$ cat config.mk
export PLATFORM = sky130hd
export DESIGN_NAME = skut_frame_former_p
export DESIGN_NICKNAME = d
export VERILOG_FILES = /design/src/rtl/skut_pkg.sv /design/src/rtl/skut_strobe_sync.sv /design/src/rtl/skut_frame_former_p.sv
export SDC_FILE = /design/constraint.sdc
export NUM_CORES = 1
export LEC_CHECK = 0
export ABC_AREA = 0
export CORE_ASPECT_RATIO = 1.75
export CORE_MARGIN = 5
export CORE_UTILIZATION = 55
export CTS_CLUSTER_DIAMETER = 60
export DETAILED_ROUTE_END_ITERATION = 8
export GPL_TIMING_DRIVEN = 0
export PLACE_DENSITY = 0.83
export SLEW_MARGIN = 20
export SYNTH_ARGS = -nofsm -noshare
export SYNTH_HDL_FRONTEND = slang
export SYNTH_HIERARCHICAL = 1
export SYNTH_SLANG_ARGS = --single-unit
$ cat constraint.sdc
create_clock -name iClk -period 2.6 [get_ports iClk]
set_clock_uncertainty 0.05 [all_clocks]
set_input_delay 0.52 -clock iClk [delete_from_list [all_inputs] [get_ports iClk]]
set_output_delay 0.52 -clock iClk [all_outputs]
set_load 0.01 [all_outputs]
$ cat src/rtl/skut_pkg.sv
// -----------------------------------------------------------------------------
// skut_pkg
// Shared types and helpers for the SKUT frame former.
//   frame_state_e : frame FSM states (idle, snapshot, channel slots, DDC fetch)
//   DISC_PAD      : low six bits appended to each packed discrete pair
//   sin_level()   : 8-step stepped-sine table L0,L1,L2,L3,L3,L2,L1,L0
//   addr_map()    : interleaved buffer address (first half even, second odd)
// -----------------------------------------------------------------------------
package skut_pkg;

    typedef enum logic [1:0] {
        StIdle,
        StSnap,
        StSlot,
        StDdc
    } frame_state_e;

    localparam logic [5:0] DISC_PAD = 6'b011100;

    function automatic logic [7:0] sin_level(input logic [2:0] idx,
                                             input logic [7:0] l0,
                                             input logic [7:0] l1,
                                             input logic [7:0] l2,
                                             input logic [7:0] l3);
        logic [7:0] lvl;
        unique case (idx)
            3'd0, 3'd7: lvl = l0;
            3'd1, 3'd6: lvl = l1;
            3'd2, 3'd5: lvl = l2;
            default:    lvl = l3;
        endcase
        return lvl;
    endfunction

    function automatic int unsigned addr_map(input int unsigned chan,
                                             input int unsigned half);
        if (chan < half) begin
            return 2 * chan;
        end
        return 2 * (chan - half) + 1;
    endfunction

endpackage

$ cat src/rtl/skut_strobe_sync.sv
// -----------------------------------------------------------------------------
// skut_strobe_sync
// Two-flop synchroniser for an asynchronous strobe plus rising-edge detect.
//   i_clk    : system clock
//   i_rst_n  : synchronous active-low reset
//   i_strobe : asynchronous strobe input
//   o_rise   : one-clock pulse on a synchronised rising edge
// -----------------------------------------------------------------------------
module skut_strobe_sync (
    input  logic i_clk,
    input  logic i_rst_n,
    input  logic i_strobe,
    output logic o_rise
);

    logic r_meta;
    logic r_sync;
    logic r_dly;

    always_ff @(posedge i_clk) begin
        if (!i_rst_n) begin
            r_meta <= 1'b0;
            r_sync <= 1'b0;
            r_dly  <= 1'b0;
        end else begin
            r_meta <= i_strobe;
            r_sync <= r_meta;
            r_dly  <= r_sync;
        end
    end

    assign o_rise = r_sync & ~r_dly;

endmodule

$ cat src/rtl/skut_frame_former_p.sv
// -----------------------------------------------------------------------------
// skut_frame_former_p
// SKUT telemetry frame former. Each 8 kHz strobe writes one byte per channel
// into the frame buffer (interleaved addresses), then issues one DDC fetch.
// Each 100 Hz strobe raises a fixed-length DDC burst request.
// Optional feature macro: DISCRETE_EN (packs iDisc pairs into channels).
// Ports:
//   iClk, reset      : clock, synchronous active-low reset
//   i8KHz, i100Hz    : asynchronous frame / burst strobes
//   iDisc            : discrete inputs (DISCRETE_EN only)
//   oData,oAddr,oWrEn: buffer write port
//   o19ch            : LKF marker flag
//   oDDCAddr,oDDCReq : single DDC fetch
//   oDDCBReq         : DDC burst request
//   oOvr             : frame strobe dropped while busy
//   oTest            : slot cycle 0 marker
// -----------------------------------------------------------------------------
module skut_frame_former_p
    import skut_pkg::*;
#(
    parameter int unsigned          CHANNELS    = 80,
    parameter int unsigned          ADDR_W      = 7,
    parameter int unsigned          SLOT_CYCLES = 16,
    parameter int unsigned          WR_PULSE    = 8,
    parameter logic [7:0]           MIDDLE      = 8'd124,
    parameter logic [CHANNELS-1:0]  MID_MASK    = (CHANNELS'(1) << 38) | (CHANNELS'(1) << 39) |
                                                  (CHANNELS'(1) << 78) | (CHANNELS'(1) << 79),
    parameter logic [CHANNELS-1:0]  SIN_MASK    = (CHANNELS'(1) << 29) | (CHANNELS'(1) << 69),
    parameter logic [7:0]           SIN_L0      = 8'd28,
    parameter logic [7:0]           SIN_L1      = 8'd92,
    parameter logic [7:0]           SIN_L2      = 8'd156,
    parameter logic [7:0]           SIN_L3      = 8'd220,
    parameter int unsigned          MARK_CH     = 18,
    parameter logic [7:0]           MARK_VAL    = 8'd220,
    parameter int unsigned          LKF_PERIOD  = 640,
    parameter int unsigned          DDC_COUNT   = 80,
    parameter int unsigned          BURST_LEN   = 509,
    parameter int unsigned          DISC_W      = 16,
    parameter int unsigned          DISC_CH0    = 1,
    parameter int unsigned          DISC_STEP   = 2
) (
    input  logic              iClk,
    input  logic              reset,
    input  logic              i8KHz,
    input  logic              i100Hz,
    input  logic [DISC_W-1:0] iDisc,
    output logic [7:0]        oData,
    output logic [ADDR_W-1:0] oAddr,
    output logic              oWrEn,
    output logic              o19ch,
    output logic [ADDR_W-1:0] oDDCAddr,
    output logic              oDDCReq,
    output logic              oDDCBReq,
    output logic              oOvr,
    output logic              oTest
);

    localparam int unsigned ChW = $clog2(CHANNELS);
    localparam int unsigned SlW = $clog2(SLOT_CYCLES);
    localparam int unsigned LkW = $clog2(LKF_PERIOD);
    localparam int unsigned BlW = $clog2(BURST_LEN);

    logic w_frame_rise;
    logic w_burst_rise;

    frame_state_e      r_state;
    frame_state_e      w_state_d;
    logic [ChW-1:0]    r_chan;
    logic [SlW-1:0]    r_slot;
    logic [1:0]        r_ddc_cyc;
    logic [2:0]        r_sin;
    logic [LkW-1:0]    r_lkf;
    logic [ADDR_W-1:0] r_ddc_ptr;
    logic [7:0]        r_data;
    logic [ADDR_W-1:0] r_addr;
    logic              r_19ch;
    logic [ADDR_W-1:0] r_ddc_addr;
    logic              r_burst;
    logic [BlW-1:0]    r_bcnt;

    logic [7:0]        w_data;
    logic [ADDR_W-1:0] w_addr;
    logic              w_mark;
    logic              w_slot_last;
    logic              w_chan_last;

    skut_strobe_sync u_sync_frame (
        .i_clk    (iClk),
        .i_rst_n  (reset),
        .i_strobe (i8KHz),
        .o_rise   (w_frame_rise)
    );

    skut_strobe_sync u_sync_burst (
        .i_clk    (iClk),
        .i_rst_n  (reset),
        .i_strobe (i100Hz),
        .o_rise   (w_burst_rise)
    );

`ifdef DISCRETE_EN
    logic [DISC_W-1:0] r_disc;

    always_ff @(posedge iClk) begin
        if (!reset) begin
            r_disc <= '0;
        end else if (r_state == StSnap) begin
            r_disc <= iDisc;
        end
    end
`else
    logic w_unused_disc;
    assign w_unused_disc = ^{iDisc, DISC_CH0[0], DISC_STEP[0]};
`endif

    assign w_slot_last = (r_slot == SlW'(SLOT_CYCLES - 1));
    assign w_chan_last = (r_chan == ChW'(CHANNELS - 1));
    assign w_addr      = ADDR_W'(addr_map(32'(r_chan), CHANNELS / 2));

    // Channel content, highest priority first.
    always_comb begin
        w_data = 8'h00;
        w_mark = 1'b0;
        if (32'(r_chan) == MARK_CH) begin
            w_mark = (r_lkf == '0);
            w_data = w_mark ? MARK_VAL : 8'h00;
        end else if (MID_MASK[r_chan]) begin
            w_data = MIDDLE;
        end else if (SIN_MASK[r_chan]) begin
            w_data = sin_level(r_sin, SIN_L0, SIN_L1, SIN_L2, SIN_L3);
        end
`ifdef DISCRETE_EN
        else begin
            for (int unsigned k = 0; k < DISC_W / 2; k++) begin
                if (32'(r_chan) == DISC_CH0 + k * DISC_STEP) begin
                    w_data = {r_disc[2*k+1 -: 2], DISC_PAD};
                end
            end
        end
`endif
    end

    always_comb begin
        w_state_d = r_state;
        unique case (r_state)
            StIdle:  if (w_frame_rise) w_state_d = StSnap;
            StSnap:  w_state_d = StSlot;
            StSlot:  if (w_slot_last && w_chan_last) w_state_d = StDdc;
            StDdc:   if (r_ddc_cyc == 2'd2) w_state_d = StIdle;
            default: w_state_d = StIdle;
        endcase
    end

    always_ff @(posedge iClk) begin
        if (!reset) begin
            r_state    <= StIdle;
            r_chan     <= '0;
            r_slot     <= '0;
            r_ddc_cyc  <= '0;
            r_sin      <= '0;
            r_lkf      <= '0;
            r_ddc_ptr  <= '0;
            r_data     <= '0;
            r_addr     <= '0;
            r_19ch     <= 1'b0;
            r_ddc_addr <= '0;
        end else begin
            r_state <= w_state_d;
            case (r_state)
                StSnap: begin
                    r_chan <= '0;
                    r_slot <= '0;
                end
                StSlot: begin
                    // Data/address register here so they are stable for the whole strobe.
                    if (r_slot == '0) begin
                        r_data <= w_data;
                        r_addr <= w_addr;
                        if (32'(r_chan) == MARK_CH) r_19ch <= w_mark;
                    end
                    if (w_slot_last) begin
                        r_slot <= '0;
                        if (!w_chan_last) r_chan <= r_chan + 1'b1;
                    end else begin
                        r_slot <= r_slot + 1'b1;
                    end
                end
                StDdc: begin
                    r_ddc_cyc <= (r_ddc_cyc == 2'd2) ? 2'd0 : r_ddc_cyc + 2'd1;
                    case (r_ddc_cyc)
                        2'd0: r_ddc_addr <= r_ddc_ptr;
                        2'd1: r_ddc_ptr  <= (r_ddc_ptr == ADDR_W'(DDC_COUNT - 1)) ? '0
                                                                                 : r_ddc_ptr + 1'b1;
                        2'd2: begin
                            r_sin <= r_sin + 3'd1;
                            r_lkf <= (r_lkf == LkW'(LKF_PERIOD - 1)) ? '0 : r_lkf + 1'b1;
                        end
                        default: ;
                    endcase
                end
                default: ;
            endcase
        end
    end

    // Burst request: no retrigger while active.
    always_ff @(posedge iClk) begin
        if (!reset) begin
            r_burst <= 1'b0;
            r_bcnt  <= '0;
        end else if (r_burst) begin
            if (r_bcnt == BlW'(BURST_LEN - 1)) begin
                r_burst <= 1'b0;
                r_bcnt  <= '0;
            end else begin
                r_bcnt <= r_bcnt + 1'b1;
            end
        end else if (w_burst_rise) begin
            r_burst <= 1'b1;
            r_bcnt  <= '0;
        end
    end

    assign oData    = r_data;
    assign oAddr    = r_addr;
    assign o19ch    = r_19ch;
    assign oDDCAddr = r_ddc_addr;
    assign oDDCBReq = r_burst;
    assign oTest    = (r_state == StSlot) && (r_slot == '0);
    assign oWrEn    = (r_state == StSlot) && (r_slot != '0) && (32'(r_slot) <= WR_PULSE);
    assign oDDCReq  = (r_state == StDdc) && (r_ddc_cyc == 2'd1);
    assign oOvr     = w_frame_rise && (r_state != StIdle);

endmodule
==> results of run 1 <==
layout make-up:
| type | count | area (sq um) |
|---|---|---|
| Buffer | 20 | 141 |
| Tap cell | 82 | 103 |
| Fill cell | 519 | 2140 |
| Clock buffer | 11 | 243 |
| Multi-Input combinational cell | 315 | 2020 |
| Timing Repair Buffer | 30 | 298 |
| Clock inverter | 5 | 56.3 |
| Inverter | 23 | 88.8 |
| Sequential cell | 72 | 1440 |
synthesized netlist by cell type, drive strengths merged (2+ instances only):
| master | n |
|---|---|
| nor2 | 60 |
| or3 | 3 |
| a221oi | 2 |
| and3 | 7 |
| nor4 | 4 |
| nor4b | 2 |
| mux2i | 13 |
| nand3b | 5 |
| a21oi | 29 |
| inv | 23 |
| a31oi | 2 |
| xnor2 | 7 |
| buf | 9 |
| clkbuf | 12 |
| nand2 | 36 |
| a2bb2oi | 2 |
| and4 | 2 |
| o21ai | 16 |
| a211oi | 6 |
| nor3b | 6 |
| o311ai | 2 |
| xor2 | 14 |
| nand3 | 17 |
| nand4 | 8 |
| nand2b | 6 |
| ha | 19 |
| nor3 | 9 |
| dfxtp | 72 |
| o211ai | 2 |
| and2 | 8 |
| nor2b | 8 |
routing by layer:
| layer | vias up | global-route usage [%] | part of all wire, % |
|---|---|---|---|
| met3 | 28 | 6.37 | 3.6 |
| li1 | 1568 | - | - |
| met1 | 1473 | 19.4 | 37 |
| met5 | - | 0 | 0 |
| met4 | 0 | 12.1 | 4.2 |
| met2 | 77 | 37.4 | 55 |
critical path: cells and delay by family, from the launching register on:
kind	cells	cell delay, ps
AOI/OAI and AO/OA	2	580
adders and majority gates	1	280
DFF	1	480
and+or+nand+nor	3	1070
path summary, 6_finish.rpt:
path / start / slack, ps / depth (start not counted) / end
hold / removal: u_sync_frame/r_meta$_SDFF_PN0_ / 380 / 1 / u_sync_frame/r_sync$_SDFF_PN0_
setup / recovery: r_chan[0]$_SDFFE_PN0N_ / 50 / 6 / flop
setup reg to reg: r_chan[0]$_SDFFE_PN0N_ / 50 / 6 / flop
hold reg to reg: u_sync_frame/r_meta$_SDFF_PN0_ / 380 / 1 / u_sync_frame/r_sync$_SDFF_PN0_
kinds of logic after synthesis:
| kind of cell | count (synthesis) | synth area share, % |
|---|---|---|
| buffers and inverters | 44 | 6.27 |
| flip-flops | 72 | 39.1 |
| XOR/XNOR | 21 | 4.98 |
| multiplexers | 14 | 3.83 |
| adder cells (fa/ha/maj) | 19 | 6.44 |
| other | 1 | 0.102 |
| AND/OR/NAND/NOR | 186 | 26.6 |
| AO/OA/AOI/OAI | 73 | 12.7 |
metrics by stage:
stage          area (sq um)  cells  setup WS [ps]
6_report               4390    558           50.2
5_1_grt                4390    558          0.431
4_1_cts                4390    558           54.5
3_5_place_dp           4090    542          -19.5
3_3_place_gp           4090    542           11.2
2_1_floorplan          3690    431            452
power by group:
part	internal (mW)	switching [mW]
registers	1.13	0.0202
logic	0.147	0.204
clock network	0.766	0.454
state kept, by name, summed over array words and instances, names as in the netlist, 2 cells and up, named ones only:
name,cells
oData,4
oAddr,7
r_state,2
r_lkf,10
r_ddc_cyc,2
r_bcnt,9
oDDCAddr,7
r_ddc_ptr,7
r_chan,7
r_sin,3
r_slot,4
layout by cell type (no fill, tap or decap), types with 3 or more instances in the layout:
cell | synthesis | layout
clkdlybuf4s50_1 | 0 | 29
nor2b_1 | 6 | 5
nor2_1 | 60 | 60
nand3_1 | 17 | 17
nand2_1 | 36 | 36
and3_1 | 6 | 6
and2_1 | 8 | 8
inv_1 | 22 | 21
nor3b_1 | 5 | 5
o21ai_0 | 16 | 16
xnor2_1 | 7 | 7
clkbuf_1 | 9 | 9
nand2b_1 | 5 | 5
mux2i_1 | 13 | 13
or3_1 | 3 | 3
ha_1 | 19 | 19
nor4_1 | 4 | 4
nor3_1 | 8 | 8
nand3b_1 | 5 | 5
buf_4 | 5 | 6
nand4_1 | 7 | 7
dfxtp_1 | 72 | 72
a211oi_1 | 5 | 5
xor2_1 | 14 | 14
a21oi_1 | 29 | 29
clkbuf_8 | 3 | 4
clkbuf_16 | 0 | 9
repair_timing:
item                                    CTS  global route
buffers inserted                          1             0
endpoints found under the setup margin    1             1
gates cloned                              0             0
pin swaps                                 0             1
gates resized for setup                   2             1
==> summary.txt, run 1 <==
Routing
  – Post-route ant nets: 0
  – Drt first-iter violations: 230
  – Vias per inst: ~5.6
  – Avg WL per Cell: between 10 and 15 um
  – Via count: roughly 3100
  – First-pass DRT Iterations: 4
  – DRC Markers: 0
  – DRT Wirelength: 8220 um

Global routing
  – Largest net degree at the start of global routing: 14
  – Global route overflow: 0
  – Global Route Usage Sum: around a fifth
  – Vias in the first global route: 3254
  – First-pass GRT wire length: between 10000 and 15000 um
  – Initial antenna violation count: 0

Critical path
  – CP max stage delay: between 400 and 500 ps
  – CP Cell Sequence: ha_1 > nand3_1 > or3_1 > a211o_1 > nor4b_1 > a2bb2oi_1
  – Data arrival time of the worst path: between 2000 and 3000 ps
  – Data required time at the worst endpoint: 2800 ps
  – Crit Path Category: reg -> reg
  – Top fanout value on the critical path: 8
  – Slowest stage cell, crit path: dfxtp_1
  – Crit start category: flop
  – CP endpoint kind: flop

Clock tree
  – Clock buffer depth: 2
  – CTS Sinks: 72
  – CTS tree: done
  – Hold-fix buffers, CTS: 0
  – CTS Buf Count: 9
  – CTS HTree Levels: 3
  – Reg clk slew, reported paths: 60 ps
  – Worst-skew pair later-pin latency: about 330 ps
  – Clk Tree Root Cell: clkbuf_16

Timing
  – Fin. Hold Viols: 0
  – Tmin final: about 2500 ps
  – Tcrit/Tclk final: about 98%
  – Fmax: about 390 MHz
  – Final-report max-slew violation count: 0
  – Worst Max-Slew Pin Slew: a little under 800 ps
  – Worst Hold Slack: 381 ps
  – RSZ-0062 raised after global routing: false
  – Setup TNS: 0 ps
  – Final Setup Violations: 0
  – Slew margin rel.: between 40% and 50%

Floorplanning
  – Die width: ~70 um
  – Core Box Area: between 6000 and 7000 sq um
  – Die height: between 100 and 150 um
  – FP Rows: 39
  – DIE AREA: around 8500 sq um
  – Initial Util: between 50% and 60%
  – Top Ports: 48

Pwr
  – P per Cell Area: roughly 620 nW/um^2
  – IR drop worst, VDD: about 0.5 mV
  – Leakage: 1.66 nW
  – PnR Total Power: around 2.7 mW

Final layout
  – Final Net Count: a little over 500
  – Layout cells sized above 1: under 10%
  – Area delta synth->final: 19.1%
  – Ant diodes: 0
  – Layout Utilization: between 60% and 70%

Status
  – Status: complete, no violations

Logic synthesis
  – Synthesized cell area: around 3700 sq um
  – Cell variety after synth: 61
  – Synth Flop Type: dfxtp_1
  – Asr flop ratio synth: 0%
  – Yosys top cell by area: dfxtp_1
  – EDFF count, synth: 0
  – Synth area leaders: dfxtp_1 (39%), ha_1 (6.4%), nor2_1 (6.1%)
  – Ys Warns: 6
  – Area share of the leading cell type in the synthesized netlist: between 30% and 40%
  – Gate count after technology mapping: between 400 and 500
  – Mean Syn Cell Area: 8.58 sq um
  – Register bit total from synthesis: 72
  – Sequential share of the synthesized area: between 30% and 40%

Place
  – DP HPWL: roughly 5900 um
  – Number of port buffers: 29
  – Routability cong.: ~0.89

Min path
  – Worst min-delay path class: reg -> reg

Run
  – Max-Cap Viols: 0
(Power assumes the default switching activity.)
==> inputs of run 2 (changes only) <==
SLEW_MARGIN = 0   (was 20)
==> results of run 2 <==
No change in the layout: final DEF, timing and power equal those of run 1.
==> inputs of run 3 (changes only) <==
CORE_ASPECT_RATIO = 1.1   (was 1.75)
==> run 3 against run 2 <==
  * Count of clock-buffer cells in the layout decreased by 2
  * Wire length down 6.8%
  * Core utilization shrank 1.1 points
  * Sequential share of layout area rose by 0.51 points
  * Largest power group is now registers
  * Die area decreased by 0.73%
  * Sequential power hardly changed
==> summary.txt, run 3 (same netlist as run 1, synthesis figures left out) <==
Pwr
  – Switching power: 0.622 mW (was 0.679 mW)
  – IR drop worst, VDD: 0.360 mV (was 0.498 mV)
  – Clk network pwr share: 38.2% (was 44.8%)
  – P per Cell Area: 564 nW/um^2 (was 620 nW/um^2)
  – Leakage: 1.65 nW (was 1.66 nW)
  – Sw frac: 25.5% (was 24.9%)
  – Sequential fraction of design power: 47.1% (was 42.3%)
  – Combinational power share: 14.7% (was 12.9%)
  – Int Pwr: 1.82 mW (was 2.05 mW)

Floorplanning
  – DIE AREA: 8450 sq um (was 8510 sq um)
  – Die width: 88.1 um (was 71.9 um)
  – Core Box Area: 6560 sq um (was 6540 sq um)
  – FP Rows: 31 (was 39)
  – Die height: 95.9 um (was 118 um)
  – Initial Util: 56.3% (was 56.4%)
  – Top Ports: 48 (unchanged)

Timing
  – Fmax: 398 MHz (was 392 MHz)
  – RSZ-0062 raised after global routing: true (was false)
  – Final-report max-slew violation count: 0 (unchanged)
  – Fin. Hold Viols: 0 (unchanged)
  – Tmin final: 2510 ps (was 2550 ps)
  – Final Setup Violations: 0 (unchanged)
  – Worst Max-Slew Pin Slew: 763 ps (was 774 ps)
  – Slew margin rel.: 48.9% (was 48.1%)
  – Tcrit/Tclk final: 96.6% (was 98.1%)
  – Final WS setup: 89.0 ps (was 50.2 ps)

Clock tree
  – Clk Tree Root Cell: clkbuf_8 (was clkbuf_16)
  – CTS Buf Count: 9 (unchanged)
  – Clock buffer depth: 2 (unchanged)
  – Worst-skew pair later-pin latency: 340 ps (was 330 ps)
  – CTS HTree Levels: 3 (unchanged)
  – Reg clk slew, reported paths: 70 ps (was 60 ps)
  – CTS tree: done (unchanged)
  – CTS Sinks: 72 (unchanged)

Final layout
  – Most frequent cells in the layout: dfxtp_1 (70), nor2_1 (60), nand2_1 (36) (was dfxtp_1 (72), nor2_1 (60), nand2_1 (36))
  – Layout cells sized above 1: 10.5% (was 9.45%)
  – Max reg flops: 10 (unchanged)
  – Final Net Count: 513 (was 510)
  – Area delta synth->final: 17.5% (was 19.1%)
  – Ant diodes: 0 (unchanged)
  – Most common cell after layout, fill and taps aside: dfxtp_1 (unchanged)
  – Non-filler cells, final: 560 (was 558)
  – Regs by FF count: r_lkf (10), r_bcnt (9) (unchanged)
  – Largest Register: r_lkf (unchanged)

Routing
  – First-pass DRT Iterations: 5 (was 4)
  – Vias per inst: 5.49 (was 5.64)
  – DRT Wirelength: 7660 um (was 8220 um)
  – DRC Markers: 0 (unchanged)
  – Post-route ant nets: 0 (unchanged)
  – Drt first-iter violations: 155 (was 230)
  – Avg WL per Cell: 13.7 um (was 14.7 um)
  – Via count: 3077 (was 3146)

Place
  – Number of port buffers: 29 (unchanged)
  – Routability cong.: 0.851 (was 0.892)
  – Inst Count DP: 542 (unchanged)
  – DP HPWL: 5420 um (was 5890 um)
  – DP Worst Slack: 61.8 ps (was -19.5 ps)

Critical path
  – FF-to-FF path depth: 6 (unchanged)
  – Top fanout value on the critical path: 8 (unchanged)
  – R2r startpoint: r_chan[0]$_SDFFE_PN0N_ (unchanged)
  – CP endpoint kind: output pin (was flop)
  – R2r setup slk: 200 ps (was 50 ps)
  – Crit start category: flop (unchanged)
  – Data arrival time of the worst path: 1940 ps (was 2750 ps)
  – Data required time at the worst endpoint: 2030 ps (was 2800 ps)
  – Crit Path Category: reg -> out (was reg -> reg)

Global routing
  – First-pass GRT wire length: 13000 um (was 14000 um)
  – Vias in the first global route: 2921 (was 3254)
  – Global Route Usage Sum: 19.6% (was 20.5%)
  – Initial antenna violation count: 0 (unchanged)
  – Global route overflow: 0 (unchanged)
  – Largest net degree at the start of global routing: 15 (was 14)

Min path
  – Worst Hold Endpoint: u_sync_frame/r_sync$_SDFF_PN0_ (unchanged)
  – HP Start: u_sync_frame/r_meta$_SDFF_PN0_ (unchanged)
  – Min-Delay Path Depth: 1 (unchanged)
  – Worst min-delay path class: reg -> reg (unchanged)

Status
  – Status: complete, no violations (unchanged)

Run
  – Max-Cap Viols: 0 (unchanged)
[run 3: worst max path at each step]
stage / end / start / depth (start not counted)
finish: oTest / r_slot[0]$_SDFFE_PN0P_ / 6
global route: oTest / r_slot[0]$_SDFFE_PN0P_ / 6
CTS: oTest / r_slot[0]$_SDFFE_PN0P_ / 6
detailed placement: oTest / r_slot[0]$_SDFFE_PN0P_ / 7
global placement: oTest / r_slot[0]$_SDFFE_PN0P_ / 7
floorplan: flop / r_chan[0]$_SDFFE_PN0N_ / 6
[run 3: area by class of cell]
type / count / area, sq um
clock inverters: 6 / 85.1
flip-flops and latches: 72 / 1440
well taps: 82 / 103
fillers: 543 / 2220
plain buffers: 20 / 141
clock buffers: 9 / 124
multi-input cells: 315 / 2030
inverters: 23 / 88.8
repair buffers: 33 / 323
[run 3: power by group through the flow]
stage / Clock, mW / Sequential, mW / Combinational, mW
5_1_grt: 1.01 / 1.15 / 0.392
3_3_place_gp: 0 / 1.17 / 0.327
2_1_floorplan: 0 / 1.18 / 0.234
4_1_cts: 0.958 / 1.15 / 0.335
6_report: 0.932 / 1.15 / 0.359
3_5_place_dp: 0 / 1.18 / 0.333
[run 3: per-stage QoR]
step | setup TNS, ps | hold slack (ps) | total power, mW | area (sq um) | utilization (%)
5_1_grt | -47.7 | 414 | 2.56 | 4330 | 66.1
2_1_floorplan | 0 | 356 | 1.41 | 3690 | -
3_5_place_dp | 0 | 367 | 1.51 | 4090 | 62.3
6_report | 0 | 380 | 2.44 | 4330 | 66.1
3_3_place_gp | 0 | 366 | 1.50 | 4090 | 62.3
4_1_cts | 0 | 386 | 2.44 | 4290 | 65.5
[run 3: critical path, cell delays in order, from the launching register on]
cell and delay (ps):
dfxtp_2 340, inv_1 80, ha_1 140, nor2b_1 190
nand3b_1 180, inv_4 130, clkdlybuf4s50_1 540
[run 3: layer usage]
layer	track usage [%]	part of all wire [%]	vias up
li1	-	-	1566
met1	23.6	45	1427
met2	33.9	49	63
met3	4.11	3.6	21
met4	8.06	2.5	0
met5	0	0	-
[run 3: what timing repair did]
action                                  CTS  global route
hold buffers                              0             0
gates cloned                              0             0
gates resized for setup                   2             4
pin swaps                                 0             0
buffers inserted                          0             4
endpoints found under the setup margin    1             3
